<file path="src/rtl/store_req_ctrl.sv">
// store_req_ctrl: MEM-stage store master; aligns SB/SH/SW into strobed word writes over req/addr_ok/data_ok, stalls until data_ok, flags AdES
module store_req_ctrl #(
  parameter int ADDR_W = 32,
  parameter logic [7:0] SB_OP = 8'b11101000,
  parameter logic [7:0] SH_OP = 8'b11101001,
  parameter logic [7:0] SW_OP = 8'b11101011
) (
  input  logic              clk,
  input  logic              rst,
  input  logic              storeM,
  input  logic [7:0]        alucontrolM,
  input  logic [ADDR_W-1:0] aluoutM,
  input  logic [31:0]       writedataM,
  input  logic              flushM,
  output logic              adesM,
  output logic [ADDR_W-1:0] badvaddrM,
  output logic              stallM,
  output logic              data_req,
  output logic              data_wr,
  output logic [1:0]        data_size,
  output logic [ADDR_W-1:0] data_addr,
  output logic [31:0]       data_wdata,
  output logic [3:0]        data_wstrb,
  input  logic              data_addr_ok,
  input  logic              data_data_ok
);
  typedef enum logic [1:0] {IDLE, ADDR, DATA} state_t;
  state_t state, state_nx;
  logic is_sb, is_sh, is_sw, start;
  logic [31:0] al_wdata;
  logic [3:0] al_wstrb;
  logic [1:0] al_size;
  always_comb begin
    is_sb = alucontrolM == SB_OP;
    is_sh = alucontrolM == SH_OP;
    is_sw = alucontrolM == SW_OP;
    adesM = storeM & ((is_sh & aluoutM[0]) | (is_sw & (aluoutM[1:0] != 2'b00)));
    badvaddrM = adesM ? aluoutM : '0;
    start = storeM & (is_sb | is_sh | is_sw) & ~adesM & ~flushM & (state == IDLE);
    al_wdata = is_sb ? {4{writedataM[7:0]}} : is_sh ? {2{writedataM[15:0]}} : writedataM;
    al_wstrb = is_sb ? 4'b0001 << aluoutM[1:0] : is_sh ? (aluoutM[1] ? 4'b1100 : 4'b0011) : 4'b1111;
    al_size = is_sb ? 2'd0 : is_sh ? 2'd1 : 2'd2;
  end
  always_ff @(posedge clk) begin
    if (rst) state <= IDLE;
    else state <= state_nx;
  end
  always_ff @(posedge clk) begin
    if (rst) begin
      data_addr <= '0;
      data_wdata <= '0;
      data_wstrb <= '0;
      data_size <= '0;
    end else if (start) begin
      data_addr <= aluoutM;
      data_wdata <= al_wdata;
      data_wstrb <= al_wstrb;
      data_size <= al_size;
    end
  end
  always_comb begin
    state_nx = state == IDLE ? (start ? ADDR : IDLE) :
               state == ADDR ? (data_addr_ok ? (data_data_ok ? IDLE : DATA) : ADDR) :
               (data_data_ok ? IDLE : DATA);
  end
  // stall drops in the data_ok cycle so the store retires exactly once
  always_comb begin
    data_req = state == ADDR;
    data_wr = data_req;
    stallM = start | (state == ADDR) | ((state == DATA) & ~data_data_ok);
  end
endmodule

</file>
<file path="config.mk">
export PLATFORM = sky130hd
export DESIGN_NAME = store_req_ctrl
export DESIGN_NICKNAME = d
export VERILOG_FILES = /design/src/rtl/store_req_ctrl.sv
export SDC_FILE = /design/constraint.sdc
export NUM_CORES = 1
export LEC_CHECK = 0
export BUFFER_PORTS_ARGS = -buffer_cell sky130_fd_sc_hd__buf_2
export CAP_MARGIN = 0
export CORE_ASPECT_RATIO = 0.7
export CORE_UTILIZATION = 40
export DETAILED_ROUTE_END_ITERATION = 6
export PLACE_DENSITY = 0.84
export SYNTH_ARGS = -nofsm -noshare
export SYNTH_HDL_FRONTEND = slang
export SYNTH_SLANG_ARGS = --single-unit
</file>
<file path="constraint.sdc">
create_clock -name clk -period 1.9 [get_ports clk]
set_clock_uncertainty 0.05 [all_clocks]
set_input_delay 0.38 -clock clk [delete_from_list [all_inputs] [get_ports clk]]
set_output_delay 0.38 -clock clk [all_outputs]
set_load 0.02 [all_outputs]
</file>
# == Word-level counts from Yosys, hierarchy flattened ==
# Index checks and enable logic that the tools add are counted.
# word_totals
register_bits,72
output_inout_bits,106
wordCells,42
# op_classes
eq_ne,5
shifts,1
muxes,13
n_bitwise,16
reduce_logical,2
# ops
operator,count
32-bit two-way mux,3
"8-bit == test, second input constant",3
2-bit two-way mux,6
4-bit two-way mux,3
1-bit AND,8
1-bit bitwise OR,5
"1-bit by 2-bit << shifter with 4-bit output, first input constant",1
1-bit inverter,3
"2-bit by 1-bit == test with 1-bit output, second input constant",1
"2-bit == test, second input constant",1
2-bit logical NOT,1
2-bit nonzero test,1
1-bit two-way mux,1

# == Logic depth before layout (Yosys ltp) ==
# Gate-level depths: netlist of run 1.
# depth
ltp_word,10
depth_mapped,6
depth_no_buf,4

# == Worst setup path after synthesis of run 1 ==
# Ideal clock, no wire load.
# synth_timing
path_type,input-to-output
start,in alucontrolM[2]
end,out badvaddrM[22]
arrival_ns,1.761
t_required_ns,1.470
setup_slack_ns,-0.291
path_stages,5
path_buffers,1
cell_sequence,and4bb_2 > nand2_1 > nor3_1 > clkbuf_1 > and2_1
# synth_between
elab_chain_cells,5
# synth_lines
item,line_no,rtl
start: declaration,11,"input logic [7:0] alucontrolM,"
"8-bit == test, on equally long branches","35, 36",
1-bit AND,37,adesM = storeM & ((is_sh & aluoutM[0]) | (is_sw & (aluoutM[1:0] != 2'b00)));
1-bit bitwise OR (*),37,
1-bit AND (*),37,
via adesM,15,"output logic adesM,"
32-bit two-way mux (*),38,badvaddrM = adesM ? aluoutM : '0;
end: declaration,16,"output logic [ADDR_W-1:0] badvaddrM,"
# Mark *: on every way through the listed nets, which the timed path passes. The rest lies on a longest branch.

# == Worst setup path in the final report of run 1 ==
# layout_timing
start,reg state[0]
end,out stallM
# layout_between
elab_chain_cells,4
# layout_lines
item,line_no,rtl
start: declaration,28,"state_t state, state_nx;"
start signal: assignment,46,else state <= state_nx;
2-bit logical NOT,39,start = storeM & (is_sb | is_sh | is_sw) & ~adesM & ~flushM & (state == IDLE);
1-bit AND,39,
1-bit bitwise OR,70,stallM = start | (state == ADDR) | ((state == DATA) & ~data_data_ok);
1-bit bitwise OR (*),70,
end: declaration,17,"output logic stallM,"
# Mark *: on every way between the ends. The rest lies on a longest branch, timed or not.

==> results of run 1 <==
## logic make-up after synthesis
group / count (synthesis) / share of synthesized area
AOI/OAI and AO/OA: 146 / 0.257
and+or+nand+nor: 137 / 0.220
muxes: 11 / 0.0331
buffers and inverters: 43 / 0.0571
DFF: 72 / 0.433
## worst max path at each step
stage | slack, ns | startpoint | end
2_1_floorplan | -0.14 | flushM | stallM
4_1_cts | -0.36 | state[0] | stallM
6_report | -0.46 | state[0] | stallM
3_5_place_dp | -0.33 | flushM | data_wdata[21]
3_3_place_gp | -0.21 | flushM | data_wdata[28]
5_1_grt | -0.48 | state[0] | stallM
## metrics by stage
stage          hold slack (ns)  total power [mW]
2_1_floorplan            0.409              1.66
3_3_place_gp             0.404              1.81
3_5_place_dp             0.415              1.83
4_1_cts                  0.174              3.72
5_1_grt                  0.184              3.90
6_report                 0.195              3.80
## area by class of cell
class                   instances  area (um^2)  share of cell area
clock buffers                  11          243              0.0386
clock inverters                 5         80.1              0.0127
inverters                       1         3.75            0.000597
multi-input cells             294         2490               0.395
flip-flops and latches         72         1440               0.230
well taps                     101          126              0.0201
repair buffers                241         1910               0.303
## where the power goes
part	internal, mW	switching [mW]	leakage, nW	total, mW
Sequential	1.51	0.00161	0.581	1.51
Combinational	0.194	0.272	1.83	0.466
Clock	1.18	0.640	0.152	1.82
## cell usage after synthesis
| master | n |
|---|---|
| a311oi_1 | 23 |
| o21ai_0 | 43 |
| nor2_2 | 1 |
| a21oi_1 | 73 |
| or3_1 | 2 |
| nand3_1 | 41 |
| inv_1 | 1 |
| a211oi_1 | 4 |
| or4b_4 | 1 |
| a221o_1 | 1 |
| nor3b_1 | 1 |
| nand2b_1 | 2 |
| nand4bb_1 | 1 |
| and4bb_2 | 1 |
| nor2b_1 | 1 |
| nor3_2 | 1 |
| nor3_1 | 6 |
| clkbuf_1 | 30 |
| buf_2 | 5 |
| nor2_1 | 5 |
| nand4_1 | 1 |
| and3_1 | 1 |
| dfxtp_1 | 72 |
| a21o_1 | 1 |
| nor4_1 | 1 |
| mux2i_1 | 11 |
| buf_4 | 6 |
| and2_1 | 40 |
| buf_1 | 1 |
| nand2_1 | 31 |
| a221oi_4 | 1 |
## layer usage
metal,wire (um),share of wire,GRT usage
met3,1560,0.094,0.0919
met2,7580,0.46,0.531
met5,0,0,0
met4,1010,0.061,0.207
met1,6440,0.39,0.411
## repair_timing
item / in CTS / in global routing
buffers inserted: 21 / 9
cloned: 11 / 0
pin swaps: 86 / 101
hold endpoints to repair: 0 / 0
endpoints found under the setup margin: 104 / 105
gates resized for setup: 125 / 154
## flip-flops by register name, indices dropped and copies added, names as in the netlist
| signal | count |
|---|---|
| data_wstrb | 4 |
| state | 2 |
| data_wdata | 32 |
| data_size | 2 |
| data_addr | 32 |
==> results.yml, run 1 <==
clock_network:
  ctsHoldBuffers: 0
  cts_sinks: 72
  cts_tree: "done"
  cts_buffer_depth: 2
  clock_latency_ns: 0.32
  cts.clk_slew.worst_paths_ns: 0.05
  cts_made_buffers: 9
  cts-htree-levels: 3
  cts-root-buf: "clkbuf_16"
pwr:
  power_density_mw_per_mm2: 604
  ir_drop_mv: 0.522
  p_leak_nw: 2.56
final_layout:
  mostFrequentLayoutCells: "147 x buf_2, 70 x dfxtp_1, 43 x buf_6"
  final_common_cell: "buf_2"
  stdcell_count: 725
  antennaDiodeCount: 0
  utilization: 0.789
  fin_nets: 697
  areaGrowthSynthToFinish_pct: 89.0
  fillerInstances: 446
  fin_area_mm2: 0.00629
  drive_gt1_frac: 0.630
sta:
  fmax_ghz: 0.423
  rsz0062_at_grt: "true"
  post-route-period-util: 1.24
  timing.slew.headroom: 0.591
  final-max-slew-violation-count: 0
  fin_crit_ns: 2.36
  tns_ns: -20.93
  hold_violations: 0
  finalSetupViolations: 104
  layout_setup_ws_ns: -0.462
  max_slew.worst_pin.slew_ns: 0.613
place:
  postPlaceCellArea_mm2: 0.00454
  numPortBuffers: 183
  dp_cells: 679
  gp_congestion: 0.869
  hpwl_mm: 8.34
  pre_cts_ws_ns: -0.333
synthesis:
  avgSynthCellArea_um2: 8.14
  syn_area_mm2: 0.00333
  synth_area_leaders: "dfxtp_1 43%, a21oi_1 11%, and2_1 7.5%"
  synth_fp_nets: 487
  yosys.area.top_type_share: 0.433
  yosys_warnings: 0
  synth_top_area_cell: "dfxtp_1"
  synth_cells: 409
  seq_area_frac_synth: 0.433
  synth.ff_latch_count: 72
  synth_cell_type_count: 31
global_routing:
  grt_pass1_vias: 4183
  antenna_found_initial: 0
  grt_max_degree: 53
  gr-usage-all-layers: 0.336
  grt_overflow: 0
  grt_pass1_wl_mm: 22.4
setup_path:
  path_depth: 5
  reg2reg_to: "data_wdata[25]"
  required_ns: 1.47
  crit_chain: "or4b_4, a221o_1, nor2_4, or3_4, buf_6"
  slowest_stage: "or4b_4"
  worstPathArrival_ns: 1.93
  startpoint_type: "flop"
  crit_fanout: 2
  max_stage_delay_ns: 0.54
  r2r_setup_slack_ns: -0.32
  crit_family: "simple AND/OR/NAND/NOR gates"
  r2r_start: "state[0]"
  critPathKind: "flop to primary output"
  endpoint_kind: "primary output"
  r2r_cells: 8
  crit_buf_inv: 1
routing:
  final_antenna_net_count: 0
  drc: 24
  drtPass1Iterations: 7
  drt-initial-drc-count: 377
  wirelength_mm: 16.6
  wire_per_inst_um: 22.9
  vias: 4418
  viasPerCell: 6.09
run_status:
  violations: "DRC, setup timing"
  status: "finished, violations left"
hold_path:
  hold_end: "state[1]"
  hp-class: "input pin to flop"
  hp-start: "data_data_ok"
  hold_depth: 2
floorplanning:
  die_w_um: 111
  core_area_mm2: 0.00797
  num_rows: 27
  die_height_um: 78.3
  io_pins: 184
  die_area_mm2: 0.00870
  initial_core_util: 0.418
job:
  maxCapViolCount: 0
No activity file was read; power rests on OpenSTA's default activity.
==> run 2, diff against run 1 <==
--- a/config.mk
+++ b/config.mk
@@ -10,6 +10,7 @@
 export CORE_ASPECT_RATIO = 0.7
 export CORE_UTILIZATION = 40
 export DETAILED_ROUTE_END_ITERATION = 6
+export MAX_ROUTING_LAYER = met4
 export PLACE_DENSITY = 0.84
 export SYNTH_ARGS = -nofsm -noshare
 export SYNTH_HDL_FRONTEND = slang
==> run 2 against run 1 <==
Via count increased by 2.2%. Utilization shrank 0.094 points. The flow still finishes with violations (DRC, setup timing). Clock power about the same. Highest routed layer unchanged. Largest cell class unchanged.
==> results.yml, run 2 (same netlist as run 1, synthesis figures left out) <==
run_status:
  status: "finished, violations left"
  violations: "DRC, setup timing"
routing:
  wirelength_mm: 16.4
  viasPerCell: 6.23
  final_antenna_net_count: 0
  vias: 4516
  drt-initial-drc-count: 432
  drc: 24
  drtPass1Iterations: 7
  wire_per_inst_um: 22.6
sta:
  fin_crit_ns: 2.36
  final-max-slew-violation-count: 0
  fmax_ghz: 0.424
  tns_ns: -20.61
  finalSetupViolations: 104
  timing.slew.headroom: 0.619
  layout_setup_ws_ns: -0.458
  hold_slack_ns: 0.197
  post-route-period-util: 1.24
  hold_violations: 0
  rsz0062_at_grt: "true"
  max_slew.worst_pin.slew_ns: 0.572
final_layout:
  fin_nets: 697
  mostFrequentLayoutCells: "147 x buf_2, 70 x dfxtp_1, 44 x buf_6"
  drive_gt1_frac: 0.633
  reg_top3: "data_addr x32, data_wdata x32, data_wstrb x4"
  fillerInstances: 461
  final_common_cell: "buf_2"
  multi_input_area_mm2: 0.00249
  ff_latch_area_mm2: 0.00144
  areaGrowthSynthToFinish_pct: 88.7
  antennaDiodeCount: 0
  fin_area_mm2: 0.00628
  utilization: 0.788
pwr:
  p_total_mw: 3.79
  ir_drop_mv: 0.453
  power_density_mw_per_mm2: 603
  p_leak_nw: 2.56
clock_network:
  cts_tree: "done"
  cts_buffer_depth: 2
  clock_latency_ns: 0.32
  cts-root-buf: "clkbuf_16"
  cts_sinks: 72
  cts_made_buffers: 9
  cts-htree-levels: 3
  cts.clk_slew.worst_paths_ns: 0.05
  ctsHoldBuffers: 0
global_routing:
  busiest_layer: "met2"
  grt_use_met3: 0.0896
  antenna_found_initial: 0
  grt_use_met1: 0.413
  grt_overflow: 0
  gr-usage-all-layers: 0.346
  grt_pass1_wl_mm: 22.5
  met2_usage: 0.534
  grt_max_degree: 53
  grt_pass1_vias: 4187
floorplanning:
  die_height_um: 78.3
  io_pins: 184
  die_area_mm2: 0.00870
  die_w_um: 111
  initial_core_util: 0.418
  core_area_mm2: 0.00797
  num_rows: 27
setup_path:
  endpoint_kind: "primary output"
  crit_buf_inv: 1
  startpoint_type: "flop"
  critPathKind: "flop to primary output"
  max_stage_delay_ns: 0.55
  required_ns: 1.47
  crit_family: "simple AND/OR/NAND/NOR gates"
  crit_fanout: 2
  crit_chain: "or4b_4, a221o_1, nor2_4, or3_4, buf_6"
  worstPathArrival_ns: 1.93
  slowest_stage: "or4b_4"
place:
  hpwl_mm: 8.34
  postPlaceCellArea_mm2: 0.00454
  gp_congestion: 0.884
  numPortBuffers: 183
job:
  maxCapViolCount: 0
hold_path:
  hp-class: "input pin to flop"
run 2: cell counts in the layout (fill, tap and decap cells not counted):
No cell type changed its count.
run 2: path summary, 6_finish.rpt:
check                                    from       endpoint  slack (ns)  cells after the start
worst max register to register       state[0]  data_wstrb[3]       -0.30                      8
worst min register to register  data_addr[10]  data_addr[10]        0.42                      2
worst min-delay path             data_data_ok       state[1]        0.20                      2
worst max-delay path                 state[0]         stallM       -0.46                      5
run 2: repair_timing:
action                                  in CTS  in global routing
gates resized for setup                    125                157
endpoints found under the setup margin     104                105
cloned                                      11                  0
buffers inserted                            21                  9
pin swaps                                   86                101
run 2: per-layer routing:
metal  share of wire  vias to the layer above  wire, um
met5               0                        -         0
met4           0.051                        0       833
met3            0.10                       85      1690
met2            0.46                      361      7510
met1            0.39                     2162      6360
li1                -                     1908         -
run 2: power by group:
part	switching, mW	internal, mW	leakage, nW
sequential	0.00158	1.51	0.581
clock	0.625	1.18	0.152
combinational	0.272	0.192	1.83
run 2: layout make-up:
type / instances / share of cell area
Clock inverter: 5 / 0.0127
Timing Repair Buffer: 241 / 0.302
Sequential cell: 72 / 0.230
Multi-Input combinational cell: 294 / 0.396
Clock buffer: 11 / 0.0386
Inverter: 1 / 0.000597
Tap cell: 101 / 0.0201
run 2: stage by stage:
| stage | instances | setup WS (ns) |
|---|---|---|
| after global placement | 679 | -0.207 |
| after CTS | 727 | -0.358 |
| after detailed placement | 679 | -0.333 |
| final | 725 | -0.458 |
| after global routing | 725 | -0.466 |
| after floorplan | 409 | -0.140 |
==> run 3, diff against run 2 <==
--- a/config.mk
+++ b/config.mk
@@ -5,13 +5,14 @@
 export SDC_FILE = /design/constraint.sdc
 export NUM_CORES = 1
 export LEC_CHECK = 0
+export ABC_AREA = 1
 export BUFFER_PORTS_ARGS = -buffer_cell sky130_fd_sc_hd__buf_2
 export CAP_MARGIN = 0
 export CORE_ASPECT_RATIO = 0.7
 export CORE_UTILIZATION = 40
 export DETAILED_ROUTE_END_ITERATION = 6
 export MAX_ROUTING_LAYER = met4
-export PLACE_DENSITY = 0.84
+export PLACE_DENSITY = 0.82
 export SYNTH_ARGS = -nofsm -noshare
 export SYNTH_HDL_FRONTEND = slang
 export SYNTH_SLANG_ARGS = --single-unit
==> run 3 against run 2 <==
The flow finishes with violations (setup timing). Design area decreased by 8.8%. Power shrank 0.79%. Non-clock buffer count fell by 21. Die area is 9.9% higher. Routed wire length down 26%.
==> results.yml, run 3 <==
run_status:
  status: "finished, violations left"
  violations: "setup timing"
synthesis:
  synth-edff-count: 0
  synth-main-ff-cell: "dfxtp_1"
  yosys_warnings: 0
  synth_cells: 609
  syn_area_mm2: 0.00367
  avgSynthCellArea_um2: 6.02
  synth_top_area_cell: "dfxtp_1"
  synth_fp_nets: 687
  yosys.area.top_type_share: 0.393
  async_reset_ff_frac: 0
  synth_area_leaders: "dfxtp_1 39%, nor2_1 18%, nand2_1 15%"
  seq_area_frac_synth: 0.393
  synth_cell_type_count: 21
  synth.ff_latch_count: 72
  synth_most_common_cell: "nor2_1"
  synth_common_cells: "180 x nor2_1, 143 x nand2_1, 83 x nand3_1"
routing:
  wirelength_mm: 12.2
  wire_per_inst_um: 13.1
  drtPass1Iterations: 5
  final_antenna_net_count: 0
  drc: 0
  vias: 4446
  viasPerCell: 4.78
  drt-initial-drc-count: 215
sta:
  final-max-slew-violation-count: 0
  rsz0062_at_grt: "true"
  max_slew.worst_pin.slew_ns: 0.388
  fmax_ghz: 0.514
  layout_setup_ws_ns: -0.0450
  hold_violations: 0
  fin_crit_ns: 1.94
  timing.slew.headroom: 0.741
  post-route-period-util: 1.02
  finalSetupViolations: 10
setup_path:
  required_ns: 1.47
  critPathKind: "input pin to primary output"
  slowest_stage: "buf_8"
  endpoint_kind: "primary output"
  crit_start: "alucontrolM[1]"
  r2r_start: "state[0]"
  crit_buf_inv: 4
  max_stage_delay_ns: 0.17
  startpoint_type: "input pin"
  crit_chain: "buf_2, inv_2, nand2_1, nor2_4, nand3_2, nand2_4, nand2_8, buf_8, nor2_1, buf_4"
  crit_fanout: 8
  crit_family: "simple AND/OR/NAND/NOR gates"
  worstPathArrival_ns: 1.51
final_layout:
  drive_gt1_frac: 0.355
  fin_nets: 884
  reg_top3: "data_addr x32, data_wdata x32, data_wstrb x4"
  stdcell_count: 931
  antennaDiodeCount: 0
  mostFrequentLayoutCells: "148 x nor2_1, 148 x buf_2, 139 x nand2_1"
  areaGrowthSynthToFinish_pct: 56.2
  fin_area_mm2: 0.00573
  utilization: 0.662
  fillerInstances: 776
floorplanning:
  initial_core_util: 0.424
  die_area_mm2: 0.00956
  io_pins: 184
  core_area_mm2: 0.00865
  num_rows: 28
  die_w_um: 116
  die_height_um: 82.1
place:
  dp_cells: 902
  numPortBuffers: 183
  hpwl_mm: 8.01
  gp_congestion: 0.875
  postPlaceCellArea_mm2: 0.00479
global_routing:
  grt_max_degree: 43
  antenna_found_initial: 0
  grt_pass1_vias: 3437
  grt_overflow: 0
  grt_pass1_wl_mm: 16.3
  gr-usage-all-layers: 0.230
pwr:
  pwr-share-clk: 0.514
  ir_drop_mv: 0.441
  swShare: 0.222
  p_comb_frac: 0.082
  power.net_switching_uw: 832
  power_density_mw_per_mm2: 656
  p_int_mw: 2.92
  p_leak_nw: 3.22
  seqPwrFrac: 0.404
clock_network:
  cts_tree: "done"
  ctsHoldBuffers: 0
  clock_latency_ns: 0.32
  cts.clk_slew.worst_paths_ns: 0.06
  cts_made_buffers: 9
  cts-root-buf: "clkbuf_16"
  cts-htree-levels: 3
  cts_buffer_depth: 2
  cts_sinks: 72
hold_path:
  hp-class: "input pin to flop"
  hp-start: "data_data_ok"
job:
  maxCapViolCount: 0
run 3: layer usage:
metal | up-vias | share of wire | global-route usage | routed length, um
met3 | 15 | 0.086 | 0.0613 | 1040
li1 | 2217 | - | - | -
met1 | 2002 | 0.44 | 0.294 | 5400
met4 | 0 | 0.012 | 0.0731 | 141
met5 | - | 0 | - | 0
met2 | 212 | 0.46 | 0.356 | 5600
run 3: power by group through the flow:
stage | Clock [mW] | Combinational (mW) | Sequential (mW)
global placement | 0 | 0.267 | 1.55
detailed placement | 0 | 0.268 | 1.55
floorplan | 0 | 0.125 | 1.56
global route | 2.05 | 0.338 | 1.52
finish | 1.93 | 0.306 | 1.52
CTS | 1.97 | 0.274 | 1.52
run 3: repair_timing:
item	4_1_cts	5_1_grt
endpoints found under the setup margin	4	34
setup buffers	3	4
cloned	0	6
pin swaps	3	6
gates resized for setup	3	122
run 3: final timing paths:
path | to | slack (ns) | depth (start not counted)
worst max register to register | data_addr[17] | 0.29 | 8
worst min register to register | data_size[1] | 0.41 | 2
worst min-delay path | state[1] | 0.18 | 2
worst max-delay path | badvaddrM[30] | -0.04 | 10
run 3: logic make-up (layout without fill, tap and decap cells):
group	after synthesis	after routing	synth area share
simple gates	416	416	0.464
buf+inv	114	316	0.132
flops	72	72	0.393
compound gates	7	7	0.0116
run 3: through the flow:
step                      setup slack, ns    TNS, ns  hold WS, ns  total power [mW]
after global routing              -0.0907      -1.44        0.174              3.91
after detailed placement          -0.0484     -0.389        0.403              1.82
after floorplan                   -0.0562      -1.63        0.402              1.68
after global placement          -0.000818  -0.000818        0.395              1.82
after CTS                         0.00843          0        0.165              3.76
final                             -0.0450     -0.150        0.183              3.76
run 3: layout make-up:
cell class / count / area, um^2 / share of cell area
well taps: 120 / 150 / 0.0262
flip-flops and latches: 72 / 1440 / 0.252
inverters: 80 / 300 / 0.0524
multi-input cells: 423 / 1980 / 0.346
repair buffers: 220 / 1510 / 0.264
clock inverters: 7 / 119 / 0.0207
clock buffers: 9 / 225 / 0.0393
run 3: worst reg2reg max path: cells and delay by family (launching register included):
family | cells | cell delay (ns)
AND/OR/NAND/NOR | 6 | 0.74
buffers and inverters | 2 | 0.39
flip-flops | 1 | 0.32
